### config.mk
export PLATFORM = sky130hd
export DESIGN_NAME = fpu_result_wb_flat
export DESIGN_NICKNAME = d
export VERILOG_FILES = /design/src/rtl/fpu_result_wb_if.sv /design/src/rtl/fpu_result_wb.sv /design/src/flat_wrapper.sv
export SDC_FILE = /design/constraint.sdc
export NUM_CORES = 1
export LEC_CHECK = 0
export ABC_AREA = 0
export BUFFER_PORTS_ARGS = -buffer_cell sky130_fd_sc_hd__buf_2
export CAP_MARGIN = 25
export CELL_PAD_IN_SITES_DETAIL_PLACEMENT = 0
export CELL_PAD_IN_SITES_GLOBAL_PLACEMENT = 1
export CORE_MARGIN = 3
export CORE_UTILIZATION = 35
export DETAILED_ROUTE_END_ITERATION = 16
export PLACE_DENSITY = 0.63
export REMOVE_ABC_BUFFERS = 1
export SYNTH_ARGS = -nofsm -noshare
export SYNTH_HDL_FRONTEND = slang
export SYNTH_SLANG_ARGS = --single-unit
### constraint.sdc
create_clock -name clk_i -period 5.65 [get_ports clk_i]
set_input_delay 1.13 -clock clk_i [delete_from_list [all_inputs] [get_ports clk_i]]
set_output_delay 1.13 -clock clk_i [all_outputs]
set_load 0.01 [all_outputs]
### src/rtl/fpu_result_wb_if.sv
`default_nettype none
// +--------------------------------------------------------------------------+
// | Interface : fpu_result_wb_if                                             |
// | Purpose   : Valid/ready result bus carrying an FP result, its            |
// |             destination register and its 4-bit exception code.           |
// |             The master drives valid/data/rd/exc. The slave drives ready. |
// | Signals   : valid  - entry valid this cycle                              |
// |             ready  - receiver accepts the entry                          |
// |             data   - 32-bit IEEE-754 single result                       |
// |             rd     - destination FP register (RD_W bits)                 |
// |             exc    - FPU exception code                                  |
// | Revision  : 1.0  initial release                                         |
// +--------------------------------------------------------------------------+
interface fpu_result_wb_if #(
  parameter int RD_W = 5
) ();

  logic            valid;
  logic            ready;
  logic [31:0]     data;
  logic [RD_W-1:0] rd;
  logic [3:0]      exc;

  modport master (
    output valid,
    output data,
    output rd,
    output exc,
    input  ready
  );

  modport slave (
    input  valid,
    input  data,
    input  rd,
    input  exc,
    output ready
  );

endinterface
`default_nettype wire

### src/rtl/fpu_result_wb.sv
`default_nettype none
// +--------------------------------------------------------------------------+
// | Module   : fpu_result_wb                                                 |
// | Purpose  : FPU writeback stage. It queues FPU results with their         |
// |            destination and exception code in a small FIFO. It presents   |
// |            the head entry to the FP register-file write port and         |
// |            accumulates sticky RISC-V fflags as entries retire.           |
// | Ports    : clk_i        - clock, rising edge                             |
// |            rst_ni       - synchronous reset, active-low                  |
// |            in_bus       - slave result bus from the FPU datapath         |
// |                           (in_bus.ready = !full)                         |
// |            wb_bus       - master result bus to the register file         |
// |                           (wb_bus.valid = !empty)                        |
// |            flush_i      - discard every queued entry                     |
// |            fflags_clr_i - clear sticky flags (CSR write)                 |
// |            fflags_o     - sticky {NV,DZ,OF,UF,NX}                        |
// |            count_o      - occupancy, 0..DEPTH                            |
// | Revision : 1.0  initial release                                          |
// +--------------------------------------------------------------------------+
module fpu_result_wb #(
  parameter int DEPTH = 2,   // power of two, >= 2
  parameter int RD_W  = 5
) (
  input  wire logic                   clk_i,
  input  wire logic                   rst_ni,
  fpu_result_wb_if.slave              in_bus,
  fpu_result_wb_if.master             wb_bus,
  input  wire logic                   flush_i,
  input  wire logic                   fflags_clr_i,
  output logic [4:0]                  fflags_o,
  output logic [$clog2(DEPTH):0]      count_o
);

  localparam int PTR_W = $clog2(DEPTH);
  localparam int CNT_W = PTR_W + 1;

  localparam logic [CNT_W-1:0] C_DEPTH   = CNT_W'(DEPTH);
  localparam logic [CNT_W-1:0] C_CNT_ONE = CNT_W'(1);
  localparam logic [PTR_W-1:0] C_PTR_ONE = PTR_W'(1);

  // Flag bit positions within {NV,DZ,OF,UF,NX}
  localparam logic [4:0] C_NV = 5'b10000;
  localparam logic [4:0] C_DZ = 5'b01000;
  localparam logic [4:0] C_OF = 5'b00100;
  localparam logic [4:0] C_UF = 5'b00010;
  localparam logic [4:0] C_NX = 5'b00001;

  // Entry storage is deliberately left unreset. Only the pointers and the
  // count qualify which entries are meaningful.
  logic [31:0]     r_data_mem [DEPTH];
  logic [RD_W-1:0] r_rd_mem   [DEPTH];
  logic [3:0]      r_exc_mem  [DEPTH];

  logic [PTR_W-1:0] r_wr_ptr;
  logic [PTR_W-1:0] r_rd_ptr;
  logic [CNT_W-1:0] r_count;
  logic [4:0]       r_fflags;

  logic       w_full;
  logic       w_empty;
  logic       w_push;
  logic       w_pop;
  logic [3:0] w_head_exc;
  logic [4:0] w_set_flags;

  assign w_full  = (r_count == C_DEPTH);
  assign w_empty = (r_count == '0);

  // Ready depends only on the registered count, so a full FIFO does not
  // accept a new entry in the same cycle that it retires one.
  assign w_push = in_bus.valid & ~w_full;
  assign w_pop  = wb_bus.ready & ~w_empty;

  assign w_head_exc = r_exc_mem[r_rd_ptr];

  // Decode the retiring entry's exception code into fflags bits. A flush
  // discards the handshake, so it contributes nothing.
  always_comb begin
    w_set_flags = '0;
    if (w_pop && !flush_i) begin
      case (w_head_exc)
        4'd0:    w_set_flags = '0;
        4'd1:    w_set_flags = C_NV;
        4'd2:    w_set_flags = C_NV;
        4'd3:    w_set_flags = C_OF | C_NX;
        4'd4:    w_set_flags = C_UF | C_NX;
        4'd5:    w_set_flags = C_NX;
        4'd6:    w_set_flags = C_DZ;
        default: w_set_flags = C_NV;
      endcase
    end
  end

  // Pointer, occupancy and sticky-flag state
  always_ff @(posedge clk_i) begin
    if (!rst_ni) begin
      r_wr_ptr <= '0;
      r_rd_ptr <= '0;
      r_count  <= '0;
      r_fflags <= '0;
    end else begin
      // The clear applies before the OR. A clear and a retire in the same
      // cycle therefore leave only the newly retired bits.
      r_fflags <= (fflags_clr_i ? 5'b00000 : r_fflags) | w_set_flags;

      if (flush_i) begin
        r_wr_ptr <= '0;
        r_rd_ptr <= '0;
        r_count  <= '0;
      end else begin
        // DEPTH is a power of two, so the pointers wrap naturally.
        if (w_push) begin
          r_wr_ptr <= r_wr_ptr + C_PTR_ONE;
        end
        if (w_pop) begin
          r_rd_ptr <= r_rd_ptr + C_PTR_ONE;
        end
        case ({w_push, w_pop})
          2'b10:   r_count <= r_count + C_CNT_ONE;
          2'b01:   r_count <= r_count - C_CNT_ONE;
          default: r_count <= r_count;
        endcase
      end
    end
  end

  // Entry storage write port. A flushed push is never written, so no stale
  // data can reappear at the head.
  always_ff @(posedge clk_i) begin
    if (w_push && !flush_i) begin
      r_data_mem[r_wr_ptr] <= in_bus.data;
      r_rd_mem[r_wr_ptr]   <= in_bus.rd;
      r_exc_mem[r_wr_ptr]  <= in_bus.exc;
    end
  end

  assign in_bus.ready = ~w_full;
  assign wb_bus.valid = ~w_empty;
  assign wb_bus.data  = r_data_mem[r_rd_ptr];
  assign wb_bus.rd    = r_rd_mem[r_rd_ptr];
  assign wb_bus.exc   = w_head_exc;
  assign fflags_o     = r_fflags;
  assign count_o      = r_count;

endmodule
`default_nettype wire

### src/flat_wrapper.sv
// flat-port wrapper written by rule: the top's interface ports become plain ports
module fpu_result_wb_flat 
#(
  parameter int DEPTH = 2,                        
  parameter int RD_W  = 5
)
  (clk_i, rst_ni, flush_i, fflags_clr_i, fflags_o, count_o, in_bus_valid, in_bus_data, in_bus_rd, in_bus_exc, in_bus_ready, wb_bus_valid, wb_bus_data, wb_bus_rd, wb_bus_exc, wb_bus_ready);
  fpu_result_wb_if #(.RD_W(RD_W)) in_bus_i ();
  fpu_result_wb_if #(.RD_W(RD_W)) wb_bus_i ();
  input  wire logic clk_i;
  input  wire logic rst_ni;
  input  wire logic flush_i;
  input  wire logic fflags_clr_i;
  output logic [4:0] fflags_o;
  output logic [$clog2(DEPTH):0] count_o;
  input wire logic [$bits(in_bus_i.valid)-1:0] in_bus_valid;
  input wire logic [$bits(in_bus_i.data)-1:0] in_bus_data;
  input wire logic [$bits(in_bus_i.rd)-1:0] in_bus_rd;
  input wire logic [$bits(in_bus_i.exc)-1:0] in_bus_exc;
  output wire logic [$bits(in_bus_i.ready)-1:0] in_bus_ready;
  output wire logic [$bits(wb_bus_i.valid)-1:0] wb_bus_valid;
  output wire logic [$bits(wb_bus_i.data)-1:0] wb_bus_data;
  output wire logic [$bits(wb_bus_i.rd)-1:0] wb_bus_rd;
  output wire logic [$bits(wb_bus_i.exc)-1:0] wb_bus_exc;
  input wire logic [$bits(wb_bus_i.ready)-1:0] wb_bus_ready;
  assign in_bus_i.valid = in_bus_valid;
  assign in_bus_i.data = in_bus_data;
  assign in_bus_i.rd = in_bus_rd;
  assign in_bus_i.exc = in_bus_exc;
  assign in_bus_ready = in_bus_i.ready;
  assign wb_bus_valid = wb_bus_i.valid;
  assign wb_bus_data = wb_bus_i.data;
  assign wb_bus_rd = wb_bus_i.rd;
  assign wb_bus_exc = wb_bus_i.exc;
  assign wb_bus_i.ready = wb_bus_ready;
  fpu_result_wb #(.DEPTH(DEPTH), .RD_W(RD_W)) u_core (.clk_i(clk_i), .rst_ni(rst_ni), .in_bus(in_bus_i), .wb_bus(wb_bus_i), .flush_i(flush_i), .fflags_clr_i(fflags_clr_i), .fflags_o(fflags_o), .count_o(count_o));
endmodule
==> results of run 1 <==
## critical path: cells and delay by family, from the launching register on
family	cells	cell delay, ns
DFF	1	0.32
muxes	1	0.44
buffers and inverters	3	0.71
## synth_stat cells (2+ instances only)
master    count  area [um^2]
edfxtp_1     82         2460
mux2_2       37          417
dfxtp_1      10          200
nor2_1        7         26.3
nand2b_1      6         37.5
a21oi_1       5         25.0
buf_2         4         20.0
inv_1         4         15.0
or4_1         3         22.5
xor2_1        3         26.3
mux2_1        2         22.5
nand4_1       2         12.5
nor3_1        2         10.0
nor4b_1       2         17.5
o21ai_1       2         10.0
## state kept, by name, indices dropped and copies added (netlist names), named ones only
| register | count |
|---|---|
| u_core.r_data_mem | 64 |
| u_core.r_rd_mem | 10 |
| u_core.r_exc_mem | 8 |
| u_core.fflags_o | 5 |
| u_core.count_o | 2 |
| u_core.r_rd_ptr | 1 |
| u_core.r_wr_ptr | 1 |
## area by class of cell
type | instances | area (um^2)
Multi-Input combinational cell | 87 | 764
Inverter | 5 | 18.8
Timing Repair Buffer | 99 | 503
Fill cell | 857 | 5100
Sequential cell | 92 | 2660
Clock buffer | 9 | 124
Clock inverter | 7 | 75.1
Tap cell | 129 | 161
## worst min-delay path by stage
stage | endpoint | slack, ns | depth (start not counted)
after floorplan | flop | 0.47 | 2
after global placement | u_core.fflags_o[2]$_SDFF_PN0_ | 0.45 | 2
after detailed placement | u_core.fflags_o[2]$_SDFF_PN0_ | 0.46 | 2
after CTS | u_core.fflags_o[2]$_SDFF_PN0_ | 0.47 | 2
after global routing | u_core.fflags_o[2]$_SDFF_PN0_ | 0.49 | 2
final | u_core.fflags_o[2]$_SDFF_PN0_ | 0.47 | 2
## kinds of logic after synthesis
family	after synthesis
adders and majority gates	1
buffers and inverters	10
AOI/OAI and AO/OA	12
xor gates and xnor gates	4
muxes	41
DFF	92
and+or+nand+nor	29
## layer usage
| layer | global-route usage [%] | wire, um |
|---|---|---|
| met5 | 0 | 13 |
| met4 | 3.94 | 79 |
| met3 | 5.33 | 535 |
| met2 | 19.1 | 3030 |
| met1 | 13.7 | 2620 |
## report_power, final
| part | internal (uW) | switching [uW] | total (uW) |
|---|---|---|---|
| logic | 43.0 | 49.6 | 92.6 |
| clock network | 208 | 229 | 437 |
| registers | 763 | 6.04 | 769 |
| total | 1010 | 285 | 1300 |
## through the flow
step	instances	hold WS (ns)	power [uW]	instance area, um^2	setup WS [ns]
final	428	0.467	1300	4310	2.71
after global routing	428	0.493	1360	4310	2.50
after CTS	428	0.471	1320	4310	2.64
after detailed placement	412	0.457	879	4110	3.03
after global placement	412	0.454	877	4110	3.03
after floorplan	184	0.472	832	3440	0.872
==> reports/qor.yml, run 1 <==
setup_path:
  rr_worst_depth: 5
  cp_data_arrival_time_ns: 1.81
  cp_slowest_cell: "buf_4"
  slowest_stage_delay_on_critical_path_ns: 0.50
  r2r_end: "u_core.fflags_o[4]$_SDFF_PN0_"
  r2r_setup_slack_ns: 3.49
  setup.worst_path.class: "flop to output pin"
  critical_path.endpoint: "wb_bus_exc[0]"
  startpoint_type: "flop"
  worstSetupEndpointType: "output pin"
  worst-endpoint-required_ns: 4.52
  critical_path.cell_chain: "buf_4 > mux2i_1 > inv_1 > buf_2"
  worstPathMaxFanout: 47
synthesis:
  synth_cell_type_count: 33
  syn_inst: 189
  syn-cell-area_um2: 3460
  synthFlopType: "edfxtp_1"
  synth_compound_area_share_pct: 2.17
  post_synth_mux_area_share_pct: 13.4
  simple_gate_fraction_of_synth_area_pct: 4.88
  ys_ff_latch: 92
  synth.yosys.seq_area_share_pct: 76.9
  main_combinational_cell_family_by_area_after_synthesis: "multiplexers"
  synth_enable_flop_cells: 82
  async_sr_flop_fraction_pct: 0
  synth_fa_ha_area_share_pct: 0.361
  yosys_warnings: 0
  synthXorXnorAreaFrac_pct: 1.01
  postSynthAreaPerCell_um2: 18.3
routing:
  vias: 1966
  detail_route.drc_violations: 0
  starting_drc_count_in_detailed_routing: 61
  firstDrtPassIters: 4
  drt-vias-per-instance: 4.59
  remaining_antenna_violation_count: 0
  route.detailed.wl_per_inst_um: 14.7
  wl_mm: 6.29
placement:
  gp_routability_congestion: 0.772
  portBuffers: 96
  place.detailed.hpwl_mm: 4.13
global_routing:
  grt_start_max_net_pins: 48
  global_route_overflow: 0
  grt_first_pass_wirelength_mm: 10.1
  grt_use_total_pct: 11.7
  first_global_vias: 2027
  grt_antenna_before_repair: 1
power_and_ir_drop:
  power.ir.vdd_worst_uv: 235
  leakagePower_uw: 0.00160
  powerDensity_nw_per_um2: 301
floorplanning:
  floorplan.initialDensity_pct: 36.8
  floorplan.die.width_um: 105
  pin_count: 97
  die-area_um2: 11100
  die_span_in_y_um: 105
  core_area_um2: 9420
  core.rowCount: 35
run:
  cap_viol_max_count: 0
finish:
  final_cell_mix: "96 x buf_2, 82 x edfxtp_1, 37 x mux2_2"
  fin_util_pct: 45.8
  final_common_cell: "buf_2"
  ratio_of_cells_with_drive_above_1_in_the_final_layout_pct: 52.2
  area.growth.synth_to_final_pct: 24.5
  layout_net_count: 342
  diodes_inserted: 0
clock_network:
  cts_made_buffers: 9
  cts_sinks: 92
  cts_buffer_depth: 2
  tritoncts_clock_tree: "done"
  ctsResizeCount: 0
  htree_levels: 3
  worst_setup_hold_path_clk_slew_ns: 0.08
  cts.repair_timing.setup_buffer_count: 0
  postCtsHoldBufs: 0
  insertion_delay_ns: 0.35
  clock_tree.root_cell: "clkbuf_8"
timing:
  final.setup.tns_ns: 0
  finalHoldViolCount: 0
  worst_clock_skew_ns: 0.0110
  grt_setup_unrepaired: "false"
  setup_viol: 0
  tightest_slew_ns: 0.614
  final.period_utilization_pct: 52.1
  slew_limit_fails: 0
  worst_slew_margin_rel_pct: 59.0
  max_freq_mhz: 340
  period_minus_slack_ns: 2.94
outcome:
  status: "finished, final reports clean"
min_path:
  hp-start: "u_core.fflags_o[2]$_SDFF_PN0_"
  hold_class: "flop to flop"
No activity file was read; power rests on OpenSTA's default activity.
==> run 2: changes to the inputs <==
==> constraint.sdc (replaced) <==
create_clock -name clk_i -period 3 [get_ports clk_i]
set_input_delay 0.6 -clock clk_i [delete_from_list [all_inputs] [get_ports clk_i]]
set_output_delay 0.6 -clock clk_i [all_outputs]
set_load 0.01 [all_outputs]
==> reports/qor.yml, run 2 (same netlist as run 1, synthesis figures left out) <==
finish:
  area.growth.synth_to_final_pct: 24.3
  final_cell_mix: "96 x buf_2, 82 x edfxtp_1, 37 x mux2_2"
  diodes_inserted: 0  # unchanged
  ratio_of_cells_with_drive_above_1_in_the_final_layout_pct: 52.2  # unchanged
  final_common_cell: "buf_2"
  layout_net_count: 342  # unchanged
  number_of_flip_flops_in_the_largest_register: 64  # unchanged
  top_regs: "u_core.r_data_mem: 64 flops, u_core.r_rd_mem: 10 flops, u_core.r_exc_mem: 8 flops"
  fin_util_pct: 45.7  # -0.066 points
  top_register: "u_core.r_data_mem"
  finish.instance_area_um2: 4300  # -0.14%
  fill_cells: 851  # -0.70%
clock_network:
  cts.repair_timing.setup_buffer_count: 0  # unchanged
  clock_tree.root_cell: "clkbuf_8"
  cts_made_buffers: 9  # unchanged
  insertion_delay_ns: 0.35  # about the same
  cts_sinks: 92  # unchanged
  tritoncts_clock_tree: "done"
  htree_levels: 3  # unchanged
  ctsResizeCount: 0  # unchanged
  worst_setup_hold_path_clk_slew_ns: 0.09  # about the same
  cts_buffer_depth: 2  # unchanged
  postCtsHoldBufs: 0  # unchanged
timing:
  grt_setup_unrepaired: "false"
  final.period_utilization_pct: 88.3
  period_minus_slack_ns: 2.65
  worst_clock_skew_ns: 0.00764  # -0.00336 ns
  worst_hold_slack_ns: 0.431  # -0.0365 ns
  final_critical_path_setup_slack_ns: 0.351  # -2.36 ns
  worst_slew_margin_rel_pct: 58.6  # -0.48 points
  max_freq_mhz: 377
  slew_limit_fails: 0  # unchanged
  finalHoldViolCount: 0  # unchanged
  setup_viol: 0  # unchanged
  tightest_slew_ns: 0.621  # +0.00713 ns
power_and_ir_drop:
  powerDensity_nw_per_um2: 565  # +88%
  power.ir.vdd_worst_uv: 232  # -1.5%
  total_power_uw: 2430  # +87%
  leakagePower_uw: 0.00158  # -0.91%
floorplanning:
  die-area_um2: 11100  # unchanged
  die_span_in_y_um: 105  # unchanged
  floorplan.die.width_um: 105  # unchanged
  core.rowCount: 35  # unchanged
  core_area_um2: 9420  # unchanged
  floorplan.initialDensity_pct: 36.8  # unchanged
  pin_count: 97  # unchanged
outcome:
  status: "finished, final reports clean"
global_routing:
  grt_start_max_net_pins: 42  # -13%
  global_route_overflow: 0  # unchanged
  grt_antenna_before_repair: 0  # -1
  grt_use_total_pct: 12.1  # +0.37 points
  first_global_vias: 2040  # +0.64%
  grt_first_pass_wirelength_mm: 10.3  # +2.6%
routing:
  drt-vias-per-instance: 4.64  # +1.0%
  detail_route.drc_violations: 0  # unchanged
  route.detailed.wl_per_inst_um: 15.1  # +3.1%
  remaining_antenna_violation_count: 0  # unchanged
  vias: 1986  # +1.0%
  wl_mm: 6.48  # +3.1%
  firstDrtPassIters: 4  # unchanged
  starting_drc_count_in_detailed_routing: 96  # +57%
placement:
  place_area_um2: 4110  # unchanged
  place_ws_ns: 0.685  # -2.35 ns
  portBuffers: 96  # unchanged
  gp_routability_congestion: 0.736  # -4.7%
  place.detailed.hpwl_mm: 4.20  # +1.7%
setup_path:
  slowest_stage_delay_on_critical_path_ns: 0.74  # +0.24 ns
  r2r_setup_slack_ns: 0.90  # -2.59 ns
  cp.depth: 3  # -1
  cp_slowest_cell: "dfxtp_2"
  setup.worst_path.class: "flop to output pin"
  rr_worst_depth: 4  # -1
  critical_path.cell_chain: "buf_4 > mux2_2 > buf_2"
  cp_data_arrival_time_ns: 2.05  # +0.24 ns
  worstSetupEndpointType: "output pin"
  worstPathMaxFanout: 27  # -43%
  worst-endpoint-required_ns: 2.40  # -2.12 ns
  worstPathBufferInverterCount: 2  # -1
  cp_top_family: "flip-flops"
  startpoint_type: "flop"
run:
  cap_viol_max_count: 0  # unchanged
min_path:
  hold_class: "input port to flop"
  min_path_cells: 1  # -1
[run 2: area by class of cell]
cell class                      count  area, um^2  area share (%)
Tap cell                          129         161            3.75
Multi-Input combinational cell     87         764            17.8
Clock buffer                       11         131            3.05
Timing Repair Buffer               99         503            11.7
Inverter                            5        18.8           0.436
Sequential cell                    92        2660            61.9
Clock inverter                      5        61.3            1.42
[run 2: metal layers]
| metal | part of all wire, % | vias to the layer above | track usage [%] |
|---|---|---|---|
| met5 | 0 | - | 0 |
| met4 | 1.4 | 0 | 5.34 |
| met3 | 8.3 | 8 | 4.59 |
| met2 | 45 | 71 | 18.2 |
| met1 | 45 | 964 | 15.5 |
| li1 | - | 943 | - |
[run 2: path summary, 6_finish.rpt]
check / from / to
max: flop / wb_bus_data[7]
min: in_bus_data[15] / u_core.r_data_mem[1][15]$_DFFE_PP_
max reg2reg: flop / u_core.fflags_o[4]$_SDFF_PN0_
min reg2reg: u_core.fflags_o[1]$_SDFF_PN0_ / u_core.fflags_o[1]$_SDFF_PN0_
[run 2: worst reg2reg max path, cell delays in order, from the launching register on]
cell	delay (ns)
dfxtp_2	0.74
mux2i_2	0.41
inv_2	0.10
or4_1	0.51
a311oi_1	0.26
[run 2: where the power goes]
| part | leakage [uW] | switching [uW] | internal, uW |
|---|---|---|---|
| combinational | 0.000664 | 91.9 | 80.9 |
| sequential | 0.000834 | 14.7 | 1440 |
| clock | 0.0000862 | 419 | 389 |
[run 2: through the flow]
stage | std cells | setup TNS [ns]
6_report | 428 | 0
5_1_grt | 428 | 0
4_1_cts | 428 | 0
3_5_place_dp | 412 | 0
3_3_place_gp | 412 | 0
2_1_floorplan | 184 | -98.98
==> run 3: changes to the inputs <==
--- a/config.mk
+++ b/config.mk
@@ -9,11 +9,11 @@
 export BUFFER_PORTS_ARGS = -buffer_cell sky130_fd_sc_hd__buf_2
 export CAP_MARGIN = 25
 export CELL_PAD_IN_SITES_DETAIL_PLACEMENT = 0
-export CELL_PAD_IN_SITES_GLOBAL_PLACEMENT = 1
+export CELL_PAD_IN_SITES_GLOBAL_PLACEMENT = 2
 export CORE_MARGIN = 3
 export CORE_UTILIZATION = 35
 export DETAILED_ROUTE_END_ITERATION = 16
-export PLACE_DENSITY = 0.63
+export PLACE_DENSITY = 0.72
 export REMOVE_ABC_BUFFERS = 1
 export SYNTH_ARGS = -nofsm -noshare
 export SYNTH_HDL_FRONTEND = slang
==> reports/qor.yml, run 3 (same netlist as run 1, synthesis figures left out) <==
placement:
  place.detailed.instances: 412  # unchanged
  portBuffers: 96  # unchanged
  place.detailed.hpwl_mm: 4.19  # -0.23%
  gp_routability_congestion: 0.752  # +2.2%
setup_path:
  startpoint_type: "flop"
  slowest_stage_delay_on_critical_path_ns: 0.53  # -0.21 ns
  worstSetupEndpointType: "output pin"
  cp_slowest_cell: "dfxtp_2"
  worst-endpoint-required_ns: 2.40  # about the same
  critical_path.cell_chain: "buf_4 > mux2_2 > buf_2"
  cp_data_arrival_time_ns: 1.90  # -0.15 ns
  setup.worst_path.class: "flop to output pin"
  worstPathMaxFanout: 34  # +26%
clock_network:
  ctsResizeCount: 0  # unchanged
  clock_tree.root_cell: "clkbuf_8"
  postCtsHoldBufs: 0  # unchanged
  cts_made_buffers: 9  # unchanged
  worst_setup_hold_path_clk_slew_ns: 0.10  # about the same
  insertion_delay_ns: 0.35  # about the same
  tritoncts_clock_tree: "done"
  cts.repair_timing.setup_buffer_count: 0  # unchanged
  cts_buffer_depth: 2  # unchanged
  cts_sinks: 92  # unchanged
  htree_levels: 3  # unchanged
timing:
  worst_clock_skew_ns: 0.0138  # +0.00620 ns
  tightest_slew_ns: 0.580  # -0.0418 ns
  max_freq_mhz: 400  # +5.9%
  period_minus_slack_ns: 2.50  # -0.148 ns
  final.setup.tns_ns: 0  # unchanged
  worst_slew_margin_rel_pct: 61.4  # +2.8 points
  final.period_utilization_pct: 83.4  # -4.9 points
  finalHoldViolCount: 0  # unchanged
  slew_limit_fails: 0  # unchanged
  setup_viol: 0  # unchanged
  grt_setup_unrepaired: "false"
global_routing:
  global_route_overflow: 0  # unchanged
  grt_use_total_pct: 11.7  # -0.38 points
  grt_antenna_before_repair: 1  # +1
  first_global_vias: 2021  # -0.93%
  grt_start_max_net_pins: 42  # unchanged
  grt_first_pass_wirelength_mm: 10.0  # -2.8%
finish:
  fill_cells: 883  # +3.8%
  area.growth.synth_to_final_pct: 24.5
  filler_free_cell_count_of_the_finished_design: 428  # unchanged
  diodes_inserted: 0  # unchanged
  final_cell_mix: "96 x buf_2, 82 x edfxtp_1, 37 x mux2_2"
  ratio_of_cells_with_drive_above_1_in_the_final_layout_pct: 52.5  # +0.33 points
  number_of_flip_flops_in_the_largest_register: 64  # unchanged
  top_regs: "u_core.r_data_mem: 64 flops, u_core.r_rd_mem: 10 flops, u_core.r_exc_mem: 8 flops"
  layout_net_count: 342  # unchanged
  final_common_cell: "buf_2"
  top_register: "u_core.r_data_mem"
floorplanning:
  pin_count: 97  # unchanged
  die_span_in_y_um: 105  # unchanged
  core.rowCount: 35  # unchanged
  floorplan.initialDensity_pct: 36.8  # unchanged
  die-area_um2: 11100  # unchanged
  floorplan.die.width_um: 105  # unchanged
  core_area_um2: 9420  # unchanged
routing:
  starting_drc_count_in_detailed_routing: 84  # -13%
  vias: 1943  # -2.2%
  wl_mm: 6.30  # -2.8%
  firstDrtPassIters: 4  # unchanged
  route.detailed.wl_per_inst_um: 14.7  # -2.8%
  drt-vias-per-instance: 4.54  # -2.2%
  remaining_antenna_violation_count: 0  # unchanged
  detail_route.drc_violations: 0  # unchanged
power_and_ir_drop:
  leakagePower_uw: 0.00160  # +0.80%
  sequentialPowerShare_pct: 59.3  # -0.4 points
  powerDensity_nw_per_um2: 567  # +0.31%
  p_switching_uw: 531  # +1.0%
  clock_power_share_pct: 33.6  # +0.4 points
  cell_internal_pwr_uw: 1910  # +0.30%
  power.ir.vdd_worst_uv: 317  # +37%
  total_power_uw: 2440  # +0.45%
  combinationalPowerShare_pct: 7.1  # about the same
  power.switching_fraction_pct: 21.7  # +0.12 points
min_path:
  hold_class: "input port to flop"
run:
  cap_viol_max_count: 0  # unchanged
outcome:
  status: "finished, final reports clean"
[run 3: path summary, 6_finish.rpt]
path / from / to / slack, ns / cells after the start
setup / recovery: flop / wb_bus_data[10] / 0.50 / 3
hold / removal: in_bus_data[17] / u_core.r_data_mem[1][17]$_DFFE_PP_ / 0.43 / 1
setup reg to reg: flop / u_core.fflags_o[4]$_SDFF_PN0_ / 1.14 / 4
hold reg to reg: u_core.fflags_o[2]$_SDFF_PN0_ / u_core.fflags_o[2]$_SDFF_PN0_ / 0.47 / 2
[run 3: layer usage]
layer  up-vias  wire length, um  part of all wire (%)  track usage (%)
li1        944                -                     -                -
met1       920             2610                    41             13.8
met2        67             2920                    46             18.0
met3        10              712                    11             6.55
met4         2               62                  0.98             3.94
met5         -                7                  0.11                0
[run 3: metrics by stage]
| step | hold WS, ns | utilization (%) | instance area [um^2] | setup WS [ns] |
|---|---|---|---|---|
| after floorplan | 0.472 | - | 3440 | -1.33 |
| after global placement | 0.460 | 43.7 | 4110 | 0.847 |
| after detailed placement | 0.462 | 43.7 | 4110 | 0.840 |
| after CTS | 0.411 | 45.8 | 4310 | 0.441 |
| after global routing | 0.402 | 45.8 | 4310 | 0.360 |
| final | 0.435 | 45.8 | 4310 | 0.499 |
[run 3: final cells by class]
| type | instances | area [um^2] | area share [%] |
|---|---|---|---|
| well taps | 129 | 161 | 3.74 |
| repair buffers | 99 | 503 | 11.7 |
| clock buffers | 10 | 128 | 2.96 |
| flip-flops and latches | 92 | 2660 | 61.8 |
| clock inverters | 6 | 71.3 | 1.65 |
| inverters | 5 | 18.8 | 0.435 |
| multi-input cells | 87 | 764 | 17.7 |
[run 3: worst max-delay path, delay by kind of cell (launching register included)]
family                 cells  cell delay (ns)
buffers and inverters      2             0.61
DFF                        1             0.53
muxes                      1             0.40
[run 3: power groups by stage]
stage	clock [uW]	combinational, uW	sequential, uW
6_report	821	173	1450
5_1_grt	916	193	1450
4_1_cts	860	178	1450
3_5_place_dp	0	177	1480
3_3_place_gp	0	176	1480
2_1_floorplan	0	84.9	1480
